## src/rtl/ram_arb_pkg.sv

```systemverilog
// Shared constants and types for ram_port_arbiter.
// The request payload is packed {ctrl, data, addr} with ctrl at the MSB.
// The struct is typedef'd inside the arbiter because its widths are parameters.
package ram_arb_pkg;

    localparam logic CTRL_WR = 1'b1;
    localparam logic CTRL_RD = 1'b0;

    typedef enum logic {
        ARB_IDLE,
        ARB_HOLD
    } arb_state_t;

    // Index of the requester that is not idx (two requesters only).
    function automatic logic other_idx(input logic idx);
        return ~idx;
    endfunction

endpackage

```

## src/rtl/ram_port_arbiter_if.sv

```systemverilog
// Valid/ready (DTI) channel: producer drives valid/data, consumer drives ready.
interface dti #(
    parameter int unsigned W = 8
);
    logic         valid;
    logic         ready;
    logic [W-1:0] data;

    modport producer (output valid, output data, input ready);
    modport consumer (input valid, input data, output ready);
endinterface

```

## src/rtl/ram_arb_tag_fifo.sv

```systemverilog
// Tag FIFO recording which requester owns each outstanding read.
// DEPTH must be a power of two so the pointers wrap naturally.
module ram_arb_tag_fifo #(
    parameter int unsigned DEPTH = 4
) (
    input  logic                       clk,
    input  logic                       rst,
    input  logic                       push,
    input  logic                       pop,
    input  logic                       din,
    output logic                       head,
    output logic                       full,
    output logic                       empty,
    output logic [$clog2(DEPTH):0]     count
);
    localparam int unsigned W_PTR = $clog2(DEPTH);
    localparam int unsigned W_CNT = W_PTR + 1;

    logic [DEPTH-1:0] mem;
    logic [W_PTR-1:0] wr_ptr;
    logic [W_PTR-1:0] rd_ptr;
    logic [W_CNT-1:0] cnt;
    logic             do_push;
    logic             do_pop;

    assign do_push = push && !full;
    assign do_pop  = pop && !empty;
    assign full    = (cnt == W_CNT'(DEPTH));
    assign empty   = (cnt == '0);
    assign head    = mem[rd_ptr];
    assign count   = cnt;

    // Pointer and occupancy tracking; push+pop together leaves cnt unchanged.
    always_ff @(posedge clk) begin
        if (rst) begin
            wr_ptr <= '0;
            rd_ptr <= '0;
            cnt    <= '0;
        end else begin
            if (do_push) wr_ptr <= W_PTR'(wr_ptr + W_PTR'(1));
            if (do_pop)  rd_ptr <= W_PTR'(rd_ptr + W_PTR'(1));
            case ({do_push, do_pop})
                2'b10:   cnt <= W_CNT'(cnt + W_CNT'(1));
                2'b01:   cnt <= W_CNT'(cnt - W_CNT'(1));
                default: cnt <= cnt;
            endcase
        end
    end

    // Tag storage; contents are meaningless outside [rd_ptr, wr_ptr).
    always_ff @(posedge clk) begin
        if (do_push) mem[wr_ptr] <= din;
    end

endmodule

```

## src/rtl/ram_port_arbiter.sv

```systemverilog
// Shares one memory request/response port between two DTI requesters.
// Requests are muxed combinationally onto mem_req; a tag FIFO routes
// in-order read data back to the requester that issued each read.
// Build option: define RAM_ARB_FIXED_PRIO_EN for fixed priority (req0 wins);
// otherwise arbitration is round-robin.
module ram_port_arbiter
    import ram_arb_pkg::*;
#(
    parameter int unsigned W_DATA    = 16,
    parameter int unsigned W_ADDR    = 16,
    parameter int unsigned MAX_OUTST = 4
) (
    input  logic   clk,
    input  logic   rst,
    dti.consumer   req0,
    dti.consumer   req1,
    dti.producer   dout0,
    dti.producer   dout1,
    dti.producer   mem_req,
    dti.consumer   mem_dout
);
    localparam int unsigned W_CNT = $clog2(MAX_OUTST) + 1;

    typedef struct packed {
        logic              ctrl;
        logic [W_DATA-1:0] data;
        logic [W_ADDR-1:0] addr;
    } req_t;

    req_t             r0;
    req_t             r1;
    req_t             sel_req;
    logic [W_CNT-1:0] tag_cnt;
    logic             tag_full;
    logic             tag_empty;
    logic             tag_head;
    logic             tag_push;
    logic             tag_pop;
    logic             elig0;
    logic             elig1;
    logic             grant;
    logic             grant_vld;
    logic             req_hs;
    arb_state_t       state;
    arb_state_t       state_nxt;
    logic             hold_idx;
    logic             hold_idx_nxt;
`ifndef RAM_ARB_FIXED_PRIO_EN
    logic             rr_last;
    logic             rr_last_nxt;
`endif

    assign r0 = req_t'(req0.data);
    assign r1 = req_t'(req1.data);

    // Reads are blocked on the registered count, so a same-cycle pop never unblocks one.
    assign elig0 = req0.valid && ((r0.ctrl == CTRL_WR) || !tag_full);
    assign elig1 = req1.valid && ((r1.ctrl == CTRL_WR) || !tag_full);

    // Grant state, hold index and round-robin pointer.
    always_ff @(posedge clk) begin
        if (rst) begin
            state    <= ARB_IDLE;
            hold_idx <= 1'b0;
`ifndef RAM_ARB_FIXED_PRIO_EN
            rr_last  <= 1'b1;
`endif
        end else begin
            state    <= state_nxt;
            hold_idx <= hold_idx_nxt;
`ifndef RAM_ARB_FIXED_PRIO_EN
            rr_last  <= rr_last_nxt;
`endif
        end
    end

    // Grant selection, request mux, requester readies and next state.
    always_comb begin
        state_nxt     = state;
        hold_idx_nxt  = hold_idx;
        grant         = 1'b0;
        grant_vld     = 1'b0;
        req_hs        = 1'b0;
        tag_push      = 1'b0;
        sel_req       = r0;
        mem_req.valid = 1'b0;
        mem_req.data  = '0;
        req0.ready    = 1'b0;
        req1.ready    = 1'b0;
`ifndef RAM_ARB_FIXED_PRIO_EN
        rr_last_nxt   = rr_last;
`endif

        case (state)
            ARB_IDLE: begin
                if (elig0 && elig1) begin
`ifdef RAM_ARB_FIXED_PRIO_EN
                    grant = 1'b0;
`else
                    grant = other_idx(rr_last);
`endif
                    grant_vld = 1'b1;
                end else if (elig0) begin
                    grant     = 1'b0;
                    grant_vld = 1'b1;
                end else if (elig1) begin
                    grant     = 1'b1;
                    grant_vld = 1'b1;
                end
            end
            ARB_HOLD: begin
                // Frozen grant keeps mem_req valid/data stable until accepted.
                grant     = hold_idx;
                grant_vld = hold_idx ? req1.valid : req0.valid;
            end
            default: begin
                grant     = 1'b0;
                grant_vld = 1'b0;
            end
        endcase

        sel_req = grant ? r1 : r0;

        if (grant_vld && !rst) begin
            mem_req.valid = 1'b1;
            mem_req.data  = sel_req;
            req_hs        = mem_req.ready;
            if (grant) req1.ready = mem_req.ready;
            else       req0.ready = mem_req.ready;
        end

        tag_push = req_hs && (sel_req.ctrl == CTRL_RD);

        if (state == ARB_IDLE && grant_vld && !rst && !mem_req.ready) begin
            state_nxt    = ARB_HOLD;
            hold_idx_nxt = grant;
        end else if (state == ARB_HOLD && req_hs) begin
            state_nxt = ARB_IDLE;
        end

`ifndef RAM_ARB_FIXED_PRIO_EN
        if (req_hs) rr_last_nxt = grant;
`endif
    end

    // Response routing by tag FIFO head; responses with no owner are sunk.
    always_comb begin
        dout0.valid    = 1'b0;
        dout1.valid    = 1'b0;
        dout0.data     = mem_dout.data;
        dout1.data     = mem_dout.data;
        mem_dout.ready = 1'b0;
        tag_pop        = 1'b0;
        if (!rst) begin
            if (tag_empty) begin
                mem_dout.ready = 1'b1;
            end else if (tag_head) begin
                dout1.valid    = mem_dout.valid;
                mem_dout.ready = dout1.ready;
            end else begin
                dout0.valid    = mem_dout.valid;
                mem_dout.ready = dout0.ready;
            end
            tag_pop = mem_dout.valid && mem_dout.ready && !tag_empty;
        end
    end

    ram_arb_tag_fifo #(
        .DEPTH (MAX_OUTST)
    ) u_tag_fifo (
        .clk   (clk),
        .rst   (rst),
        .push  (tag_push),
        .pop   (tag_pop),
        .din   (grant),
        .head  (tag_head),
        .full  (tag_full),
        .empty (tag_empty),
        .count (tag_cnt)
    );

endmodule

```

## src/flat_wrapper.sv

```systemverilog
// flat-port wrapper written by rule: the top's interface ports become plain ports
module ram_port_arbiter_flat import ram_arb_pkg::*;
#(
    parameter int unsigned W_DATA    = 16,
    parameter int unsigned W_ADDR    = 16,
    parameter int unsigned MAX_OUTST = 4
)
  (clk, rst, req0_valid, req0_data, req0_ready, req1_valid, req1_data, req1_ready, dout0_valid, dout0_data, dout0_ready, dout1_valid, dout1_data, dout1_ready, mem_req_valid, mem_req_data, mem_req_ready, mem_dout_valid, mem_dout_data, mem_dout_ready);
  dti #(.W((1 + W_DATA + W_ADDR))) req0_i ();
  dti #(.W((1 + W_DATA + W_ADDR))) req1_i ();
  dti #(.W(W_DATA)) dout0_i ();
  dti #(.W(W_DATA)) dout1_i ();
  dti #(.W((1 + W_DATA + W_ADDR))) mem_req_i ();
  dti #(.W(W_DATA)) mem_dout_i ();
  input  logic clk;
  input  logic rst;
  input wire logic [$bits(req0_i.valid)-1:0] req0_valid;
  input wire logic [$bits(req0_i.data)-1:0] req0_data;
  output wire logic [$bits(req0_i.ready)-1:0] req0_ready;
  input wire logic [$bits(req1_i.valid)-1:0] req1_valid;
  input wire logic [$bits(req1_i.data)-1:0] req1_data;
  output wire logic [$bits(req1_i.ready)-1:0] req1_ready;
  output wire logic [$bits(dout0_i.valid)-1:0] dout0_valid;
  output wire logic [$bits(dout0_i.data)-1:0] dout0_data;
  input wire logic [$bits(dout0_i.ready)-1:0] dout0_ready;
  output wire logic [$bits(dout1_i.valid)-1:0] dout1_valid;
  output wire logic [$bits(dout1_i.data)-1:0] dout1_data;
  input wire logic [$bits(dout1_i.ready)-1:0] dout1_ready;
  output wire logic [$bits(mem_req_i.valid)-1:0] mem_req_valid;
  output wire logic [$bits(mem_req_i.data)-1:0] mem_req_data;
  input wire logic [$bits(mem_req_i.ready)-1:0] mem_req_ready;
  input wire logic [$bits(mem_dout_i.valid)-1:0] mem_dout_valid;
  input wire logic [$bits(mem_dout_i.data)-1:0] mem_dout_data;
  output wire logic [$bits(mem_dout_i.ready)-1:0] mem_dout_ready;
  assign req0_i.valid = req0_valid;
  assign req0_i.data = req0_data;
  assign req0_ready = req0_i.ready;
  assign req1_i.valid = req1_valid;
  assign req1_i.data = req1_data;
  assign req1_ready = req1_i.ready;
  assign dout0_valid = dout0_i.valid;
  assign dout0_data = dout0_i.data;
  assign dout0_i.ready = dout0_ready;
  assign dout1_valid = dout1_i.valid;
  assign dout1_data = dout1_i.data;
  assign dout1_i.ready = dout1_ready;
  assign mem_req_valid = mem_req_i.valid;
  assign mem_req_data = mem_req_i.data;
  assign mem_req_i.ready = mem_req_ready;
  assign mem_dout_i.valid = mem_dout_valid;
  assign mem_dout_i.data = mem_dout_data;
  assign mem_dout_ready = mem_dout_i.ready;
  ram_port_arbiter #(.W_DATA(W_DATA), .W_ADDR(W_ADDR), .MAX_OUTST(MAX_OUTST)) u_core (.clk(clk), .rst(rst), .req0(req0_i), .req1(req1_i), .dout0(dout0_i), .dout1(dout1_i), .mem_req(mem_req_i), .mem_dout(mem_dout_i));
endmodule
```

## config.mk

```make
export PLATFORM = sky130hd
export DESIGN_NAME = ram_port_arbiter_flat
export DESIGN_NICKNAME = d
export VERILOG_FILES = /design/src/rtl/ram_arb_pkg.sv /design/src/rtl/ram_port_arbiter_if.sv /design/src/rtl/ram_arb_tag_fifo.sv /design/src/rtl/ram_port_arbiter.sv /design/src/flat_wrapper.sv
export SDC_FILE = /design/constraint.sdc
export NUM_CORES = 1
export LEC_CHECK = 0
export ABC_AREA = 1
export CORE_UTILIZATION = 35
export DETAILED_ROUTE_END_ITERATION = 16
export PLACE_DENSITY = 0.85
export SETUP_SLACK_MARGIN = 0.3
export SLEW_MARGIN = 20
export SYNTH_ARGS = -nofsm -noshare
export SYNTH_HDL_FRONTEND = slang
export SYNTH_SLANG_ARGS = --single-unit
```

## constraint.sdc

```tcl
create_clock -name clk -period 5.7 [get_ports clk]
set_input_delay 0.855 -clock clk [delete_from_list [all_inputs] [get_ports clk]]
set_output_delay 0.855 -clock clk [all_outputs]
set_load 0.05 [all_outputs]
```

Yosys cells after proc, flatten, opt, wreduce, memory -nomap -nowiden:

Cells that the tools add are included.

* muxes and demuxes: 35
* equal/unequal tests: 3
* add/sub/neg operators: 4
* reduce and logical (&&, ||, !) cells: 23
* magnitude comparators: 3
* bitwise logic cells: 3

Operators with widths (count)
* $mux W33: 2
* $mux W1: 27
* $logic_and A1 B1 Y1: 14
* $lt A2 B3 Y1 const B: 2
* $pmux W3 S2: 1
* $add A2 B1 Y2 const B: 2
* $bwmux W4: 1
* $logic_not A1 Y1: 4
* $pmux W1 S2: 2
* $reduce_bool A2 Y1: 2
* $add A3 B1 Y3 const B: 1
* $eq A3 B3 Y1 const B: 1
* $logic_not A3 Y1: 1
* $not A1 Y1: 3
* $sub A3 B1 Y3 const B: 1
* $bmux W1 S2: 1
* $demux W1 S2: 1
* $eq A2 B1 Y1 const B: 1
* $eq A2 B2 Y1 const B: 1
* $ge A2 B1 Y1 const B: 1
* $logic_or A1 B1 Y1: 2

* register bits after elaboration: 14
* input port bits: 90
* output and inout port bits: 71

Depth between registers and ports, before layout:

Gate-level depths: netlist (run 1).

* depth after elaboration: 14
* gate-level depth with buffers: 16
* gate-level depth less buffers: 16

Hierarchy:

From an unflattened synthesis (run 1), not the netlist that was laid out.

* cells, all modules: 277
* area, all modules: 1896.8 um^2

Modules (own cells, without submodules)
* ram_port_arbiter: cells each 201, area each 1300.0 um^2, instances 1, sequential area each 60.1 um^2
* ram_arb_tag_fifo: cells each 76, area each 596.8 um^2, instances 1, sequential area each 260.2 um^2

Least setup slack after synthesis (run 1):

No wires, ideal clock.

* path type: in2out
* start: in req1_data[32]
* end: out mem_req_data[29]
* setup slack: 2.590 ns
* stages on the path: 10
* path buffers: 1
* required time: 4.845 ns
* data arrival time: 2.255 ns
* cell sequence: inv_1 -> nand3_2 -> nand2_2 -> inv_2 -> nand2_4 -> nand2_4 -> buf_12 -> inv_12 -> nand2_1 -> a21oi_1

* word-level cells in the longest chain between the ends: 8
* elaborated cells between the ends (all ways): 13
* classes of those cells: 9 x mux; 4 x reduce/logical

Ends and longest elaborated chain
* start: declaration: RTL line flat_wrapper.sv:21 `input wire logic [$bits(req1_i.data)-1:0] req1_data;`
* $logic_or A1 B1 Y1 *: RTL line ram_port_arbiter.sv:58 `assign elig1 = req1.valid && ((r1.ctrl == CTRL_WR) || !tag_full);`
* $logic_and A1 B1 Y1 *: RTL line ram_port_arbiter.sv:58
* $mux W1: RTL line ram_port_arbiter.sv:106 `end else if (elig1) begin`
* $mux W1: RTL line ram_port_arbiter.sv:103 `end else if (elig0) begin`
* $mux W1: RTL line ram_port_arbiter.sv:96 `if (elig0 && elig1) begin`
* $pmux W1 S2: RTL line ram_port_arbiter.sv:94 `case (state)`
* $mux W33 or $logic_and A1 B1 Y1 (tied branches): RTL line ram_port_arbiter.sv:122, ram_port_arbiter.sv:124
* $mux W33 *: RTL line ram_port_arbiter.sv:124 `if (grant_vld && !rst) begin`
* end: declaration: RTL line flat_wrapper.sv:30 `output wire logic [$bits(mem_req_i.data)-1:0] mem_req_data;`

Every way passes the cells marked *; elsewhere a longest branch is shown, timed or not.

Worst setup path after layout (run 1):

* start: in req0_data[32]
* end: out mem_req_data[29]

* word-level cells in the longest chain between the ends: 7
* elaborated cells between the ends (all ways): 12
* classes of those cells: 8 x mux; 4 x reduce/logical

Ends and longest elaborated chain
* start: declaration: RTL line flat_wrapper.sv:18 `input wire logic [$bits(req0_i.data)-1:0] req0_data;`
* $logic_or A1 B1 Y1 *: RTL line ram_port_arbiter.sv:57 `assign elig0 = req0.valid && ((r0.ctrl == CTRL_WR) || !tag_full);`
* $logic_and A1 B1 Y1 *: RTL line ram_port_arbiter.sv:57
* $mux W1 or $logic_and A1 B1 Y1 (tied branches): RTL line ram_port_arbiter.sv:103, ram_port_arbiter.sv:96
* $mux W1: RTL line ram_port_arbiter.sv:96
* $pmux W1 S2: RTL line ram_port_arbiter.sv:94
* $mux W33 or $logic_and A1 B1 Y1 (tied branches): RTL line ram_port_arbiter.sv:122, ram_port_arbiter.sv:124
* $mux W33 *: RTL line ram_port_arbiter.sv:124

Marks and branches as above.

==> metrics.csv, run 1 <==
stage,metric,value,unit
power_and_ir_drop,ir_drop,0.000132,V
global_routing,grt_usage,0.164,
final_layout,layout_common_cells,"clkdlybuf4s50_1 (112), nand2_1 (57), nand2_2 (34)",
clock_tree,ctsResizeCount,0,
critical_path,critPathKind,in2out,
yosys,ys_seq_area_frac,0.171,
clock_tree,cts-root-buf,clkbuf_8,
place,postPlaceCellArea,0.00272,mm²
yosys,yosysTopAreaCell,a21oi_2,
global_routing,antenna_found_initial,0,
critical_path,arrival,3.49,ns
die,rows,26,
critical_path,end_kind,output port,
die,die_h,75.3,µm
place,hpwlAfterDp,4060,µm
sta,hold_violations,0,
sta,setup_ws,1.35,ns
yosys,synth-seq-cells,14,
sta,rsz0062_at_grt,no,
global_routing,grt_pass1_wl,7160,µm
routing,drcViolationCount,0,
sta,setup_viol,0,
sta,finalSetupTns,0,ns
routing,num_vias,1878,
clock_tree,path_clk_slew,0.06,ns
yosys,netlist_area,0.00188,mm²
clock_tree,cts_num_sinks,14,
sta,worst_pin_slew,0.947,ns
routing,drt_iter0_markers,36,
critical_path,startpoint_type,input pin,
clock_tree,cts_hold_buf,0,
sta,fin_crit_sh,0.763,
yosys,syn_area_per_cell,7.09,µm²
sta,clock.fmax,230,MHz
status,status,"complete, no violations",
min_path,min_path_type,reg2reg,
job,max_cap_violations,0,
sta,clock-skew-final,0.00701,ns
die,io_pins,161,
global_routing,grt_pass1_vias,1652,
routing,wl_per_cell,12.4,µm
global_routing,grt_remaining_overflow,0,
clock_tree,cts-buffers-inserted,3,
critical_path,crit_required,4.85,ns
routing,drt-pass1-iter-count,6,
routing,postRouteAntennaNets,0,
clock_tree,htree_levels,1,
clock_tree,clkLatencyLatePin,0.25,ns
yosys,synth-warning-count,0,
routing,drt_wl_total,5070,µm
final_layout,syn_to_final_growth,47.4,%
place,dp.cells,404,
critical_path,cp_max_fo,34,
global_routing,grt_max_degree,42,
place,pre_cts_ws,1.36,ns
place,gp_congestion,0.734,
clock_tree,cts_setup_buffers,0,
die,start_util,0.365,
sta,slew_headroom,0.366,
critical_path,rrSetupSlack,2.99,ns
final_layout,fin_area,0.00277,mm²
power_and_ir_drop,powerDensity,172,mW/mm²
yosys,syn-instance-count,265,
yosys,synth.distinct_cells,26,
power_and_ir_drop,p_leak,0.00107,µW
yosys,yosysTopAreaCellShare,0.145,
routing,routed_via_density,4.60,
final_layout,antennaDiodeCount,0,
final_layout,utilization,0.538,
final_layout,mostFrequentLayoutCell,clkdlybuf4s50_1,
clock_tree,cts_buffer_depth,2,
final_layout,final_nets,435,
final_layout,layout.cells.non_filler,408,
yosys,synth_nets,361,
sta,slew_viol_final,0,
die,core-area,0.00514,mm²
die,die_area,0.00566,mm²
final_layout,drive_gt1_frac,0.234,
place,port_buffers,112,
clock_tree,cts_tree,built,
yosys,yosys-top-cells-area,"a21oi_2 (14%), buf_4 (14%), nand2_1 (11%), nand2_2 (11%), dfxtp_1 (11%)",
sta,fin_crit,4.35,ns
die,die_w,75.3,µm
## layer usage
layer / vias up / GRT usage / share of wire
met3: 14 / 0.0348 / 0.068
li1: 950 / - / -
met5: - / 0 / 0
met1: 848 / 0.180 / 0.39
met4: 0 / 0.0576 / 0.017
met2: 66 / 0.311 / 0.53
## area by class of cell
class	instances	area [µm²]
clock buffers	3	41.3
repair buffers	112	1120
flip-flops and latches	14	320
inverters	26	110
multi-input cells	182	1080
clock inverters	1	3.75
fillers	514	2370
well taps	70	87.6
## worst max-delay path, cell delays in order
cell	delay [ns]
clkdlybuf4s50_1	0.51
inv_1	0.07
nand3_1	0.13
nand3_1	0.12
nand3_2	0.11
nand2_2	0.50
a21oi_1	0.32
clkdlybuf4s50_1	0.85
## synthesized netlist by cell type
cell      number
buf_4         36
nand3_2        4
o211ai_1       1
nand3b_1       1
a21oi_2       31
nand3_1       10
a21oi_1        9
nand4_1        1
ha_1           5
buf_12         4
dfxtp_1       10
fa_1           1
nand2_2       34
inv_12         1
o31ai_1        1
nand2_4        3
buf_2          2
inv_1         24
edfxtp_1       4
inv_2          1
clkbuf_1       1
o21ai_0        4
nor2_2         1
nand2_1       57
nor2_4         1
nor2_1        18
## metrics by stage
| stage | hold slack, ns | total power (µW) |
|---|---|---|
| CTS | 0.505 | 481 |
| global route | 0.555 | 505 |
| finish | 0.502 | 475 |
| detailed placement | 0.484 | 393 |
| global placement | 0.479 | 389 |
| floorplan | 0.456 | 358 |
## logic make-up after synthesis
logic type,after synthesis,share of synthesized area
buffers and inverters,69,0.253
flip-flops,14,0.171
adder cells (fa/ha/maj),6,0.0440
AND/OR/NAND/NOR,130,0.346
AO/OA/AOI/OAI,46,0.187
## state kept, by name, summed over array words and instances (netlist names)
name / count
u_core.rr_last: 1
u_core.u_tag_fifo.mem: 4
u_core.u_tag_fifo.count: 3
u_core.state: 1
u_core.u_tag_fifo.rd_ptr: 2
u_core.hold_idx: 1
u_core.u_tag_fifo.wr_ptr: 2
## worst paths after layout
check / cells after the start / from / to
min: 2 / u_core.rr_last / u_core.rr_last
max reg2reg: 16 / u_core.u_tag_fifo.count[1] / u_core.u_tag_fifo.count[2]
max: 8 / req0_data[32] / mem_req_data[29]
min reg2reg: 2 / u_core.rr_last / u_core.rr_last
## power by group
part,internal (µW),switching (µW),leakage [µW]
logic,112,168,0.000934
registers,106,3.07,0.000118
clock network,47.8,37.6,0.0000231
total,266,209,0.00107
Power figures use the tool's default switching activity.
==> run 2, diff against run 1 <==
- CORE_UTILIZATION: 35 -> 29
- PLACE_DENSITY: 0.85 -> 0.75
- clock period: 5.7 -> 4 ns (I/O delays scaled with it)
==> metrics.csv, run 2 (synthesis gave the netlist of run 1 again) <==
stage,metric,value,unit,change
status,status,"complete, no violations",,
place,gp_congestion,0.918,,+25%
final_layout,drive_gt1_frac,0.298,,+0.0645
sta,hold_violations,0,,unchanged
clock_tree,cts-root-buf,clkbuf_8,,
sta,clock-skew-final,0.00116,ns,-0.00585 ns
final_layout,antennaDiodeCount,0,,unchanged
sta,slew_viol_final,0,,unchanged
die,start_util,0.308,,-0.0573
critical_path,critPathKind,in2out,,
critical_path,end_kind,output port,,
die,die_w,82.5,µm,+9.6%
clock_tree,ctsResizeCount,0,,unchanged
routing,num_vias,1852,,-1.4%
final_layout,nFillCells,611,,+19%
sta,fin_crit_sh,0.856,,
routing,postRouteAntennaNets,0,,unchanged
global_routing,grt_usage,0.140,,-0.0244
die,core-area,0.00610,mm²,+19%
final_layout,seqCellArea,320,µm²,unchanged
global_routing,grt_use_met1,0.146,,-0.0342
global_routing,top_usage_layer,met2,,
final_layout,final_nets,439,,+0.92%
global_routing,use_met3,0.0462,,+0.0113
routing,routed_via_density,4.44,,-3.5%
sta,fin_crit,3.42,ns,
die,die_area,0.00680,mm²,+20%
global_routing,grt_max_degree,34,,-19%
critical_path,crit_chain,clkdlybuf4s50_1 > inv_1 > nand3_2 > nand2_2 > inv_2 > nand2_4 > nand2_4 > nand2_1 > inv_1 > clkdlybuf4s50_1,,
clock_tree,cts_buffer_depth,2,,unchanged
routing,drt_wl_total,5110,µm,+0.69%
sta,worst_pin_slew,0.515,ns,-0.432 ns
clock_tree,path_clk_slew,0.06,ns,about the same
clock_tree,clkLatencyLatePin,0.25,ns,about the same
global_routing,grt_pass1_vias,1677,,+1.5%
critical_path,crit_required,3.40,ns,-1.45 ns
clock_tree,cts-buffers-inserted,3,,unchanged
final_layout,mostFrequentLayoutCell,clkdlybuf4s50_1,,
clock_tree,htree_levels,1,,unchanged
critical_path,cp_slowest_cell,clkdlybuf4s50_1,,
clock_tree,cts_setup_buffers,0,,unchanged
place,postPlaceCellArea,0.00271,mm²,-0.41%
critical_path,cp_max_fo,28,,-18%
sta,rsz0062_at_grt,no,,
power_and_ir_drop,p_leak,0.00135,µW,+25%
power_and_ir_drop,ir_drop,0.0000935,V,-29%
power_and_ir_drop,powerDensity,241,mW/mm²,+40%
sta,slew_headroom,0.656,,+0.289
routing,drcViolationCount,0,,unchanged
clock_tree,cts_hold_buf,0,,unchanged
final_layout,utilization,0.458,,-0.0805
final_layout,layout_common_cells,"clkdlybuf4s50_1 (79), nand2_1 (57), nand2_2 (34)",,
die,io_pins,161,,unchanged
global_routing,antenna_found_initial,0,,unchanged
final_layout,fin_area,0.00279,mm²,+0.86%
routing,drt_iter0_markers,41,,+14%
final_layout,largest-register,u_core.u_tag_fifo.mem,,
clock_tree,cts_num_sinks,14,,unchanged
die,rows,28,,+7.7%
final_layout,multi_input_area,0.00108,mm²,unchanged
job,max_cap_violations,0,,unchanged
critical_path,slowest_delay,0.80,ns,-0.05 ns
place,port_buffers,112,,unchanged
critical_path,arrival,2.82,ns,-0.67 ns
routing,wl_per_cell,12.2,µm,-1.5%
sta,clock.fmax,292,MHz,
place,hpwlAfterDp,4120,µm,+1.5%
global_routing,grt_pass1_wl,7270,µm,+1.5%
global_routing,grt_remaining_overflow,0,,unchanged
die,die_h,82.5,µm,+9.6%
routing,drt-pass1-iter-count,4,,-2
global_routing,met2_usage,0.259,,-0.0526
final_layout,syn_to_final_growth,48.6,%,
critical_path,startpoint_type,input pin,,
critical_path,rrSetupSlack,1.42,ns,-1.57 ns
final_layout,largest_register_ffs,4,,unchanged
min_path,min_path_type,reg2reg,,
clock_tree,cts_tree,built,,
sta,setup_viol,0,,unchanged
sta,finalSetupTns,0,ns,unchanged
run 2: area by class of cell:
class                   instances  share of cell area
clock buffers                   3              0.0148
clock inverters                 1             0.00134
inverters                      26              0.0394
multi-input cells             182               0.388
flip-flops and latches         14               0.115
well taps                      75              0.0336
repair buffers                116               0.408
run 2: routing by layer:
metal	up-vias	share of wire
met4	0	0.012
met1	801	0.37
met5	-	0
li1	954	-
met2	88	0.51
met3	9	0.11
run 2: path summary, 6_finish.rpt:
kind,end,cells after the start,startpoint
min,u_core.u_tag_fifo.rd_ptr[1],2,u_core.u_tag_fifo.rd_ptr[1]
max reg2reg,u_core.u_tag_fifo.count[2],16,u_core.u_tag_fifo.count[1]
max,req1_ready,10,req1_data[32]
min reg2reg,u_core.u_tag_fifo.rd_ptr[1],2,u_core.u_tag_fifo.rd_ptr[1]
run 2: report_power, final:
group / internal [µW] / switching [µW] / total (µW) / leakage [µW]
Clock: 68.1 / 52.4 / 120 / 0.0000231
Combinational: 155 / 240 / 395 / 0.00121
Sequential: 152 / 4.68 / 156 / 0.000118
Total: 375 / 297 / 672 / 0.00135
run 2: per-stage QoR:
| stage | power [µW] | setup WS (ns) | cells | hold slack [ns] |
|---|---|---|---|---|
| floorplan | 510 | 1.40 | 265 | 0.456 |
| global placement | 555 | 0.420 | 413 | 0.472 |
| detailed placement | 558 | 0.382 | 413 | 0.483 |
| CTS | 680 | 0.376 | 417 | 0.492 |
| global route | 710 | 0.422 | 417 | 0.529 |
| finish | 672 | 0.577 | 417 | 0.494 |
run 2: worst max-delay path: cells and delay by family:
kind	cells	cell delay [ns]
buf+inv	5	1.56
simple gates	5	0.65
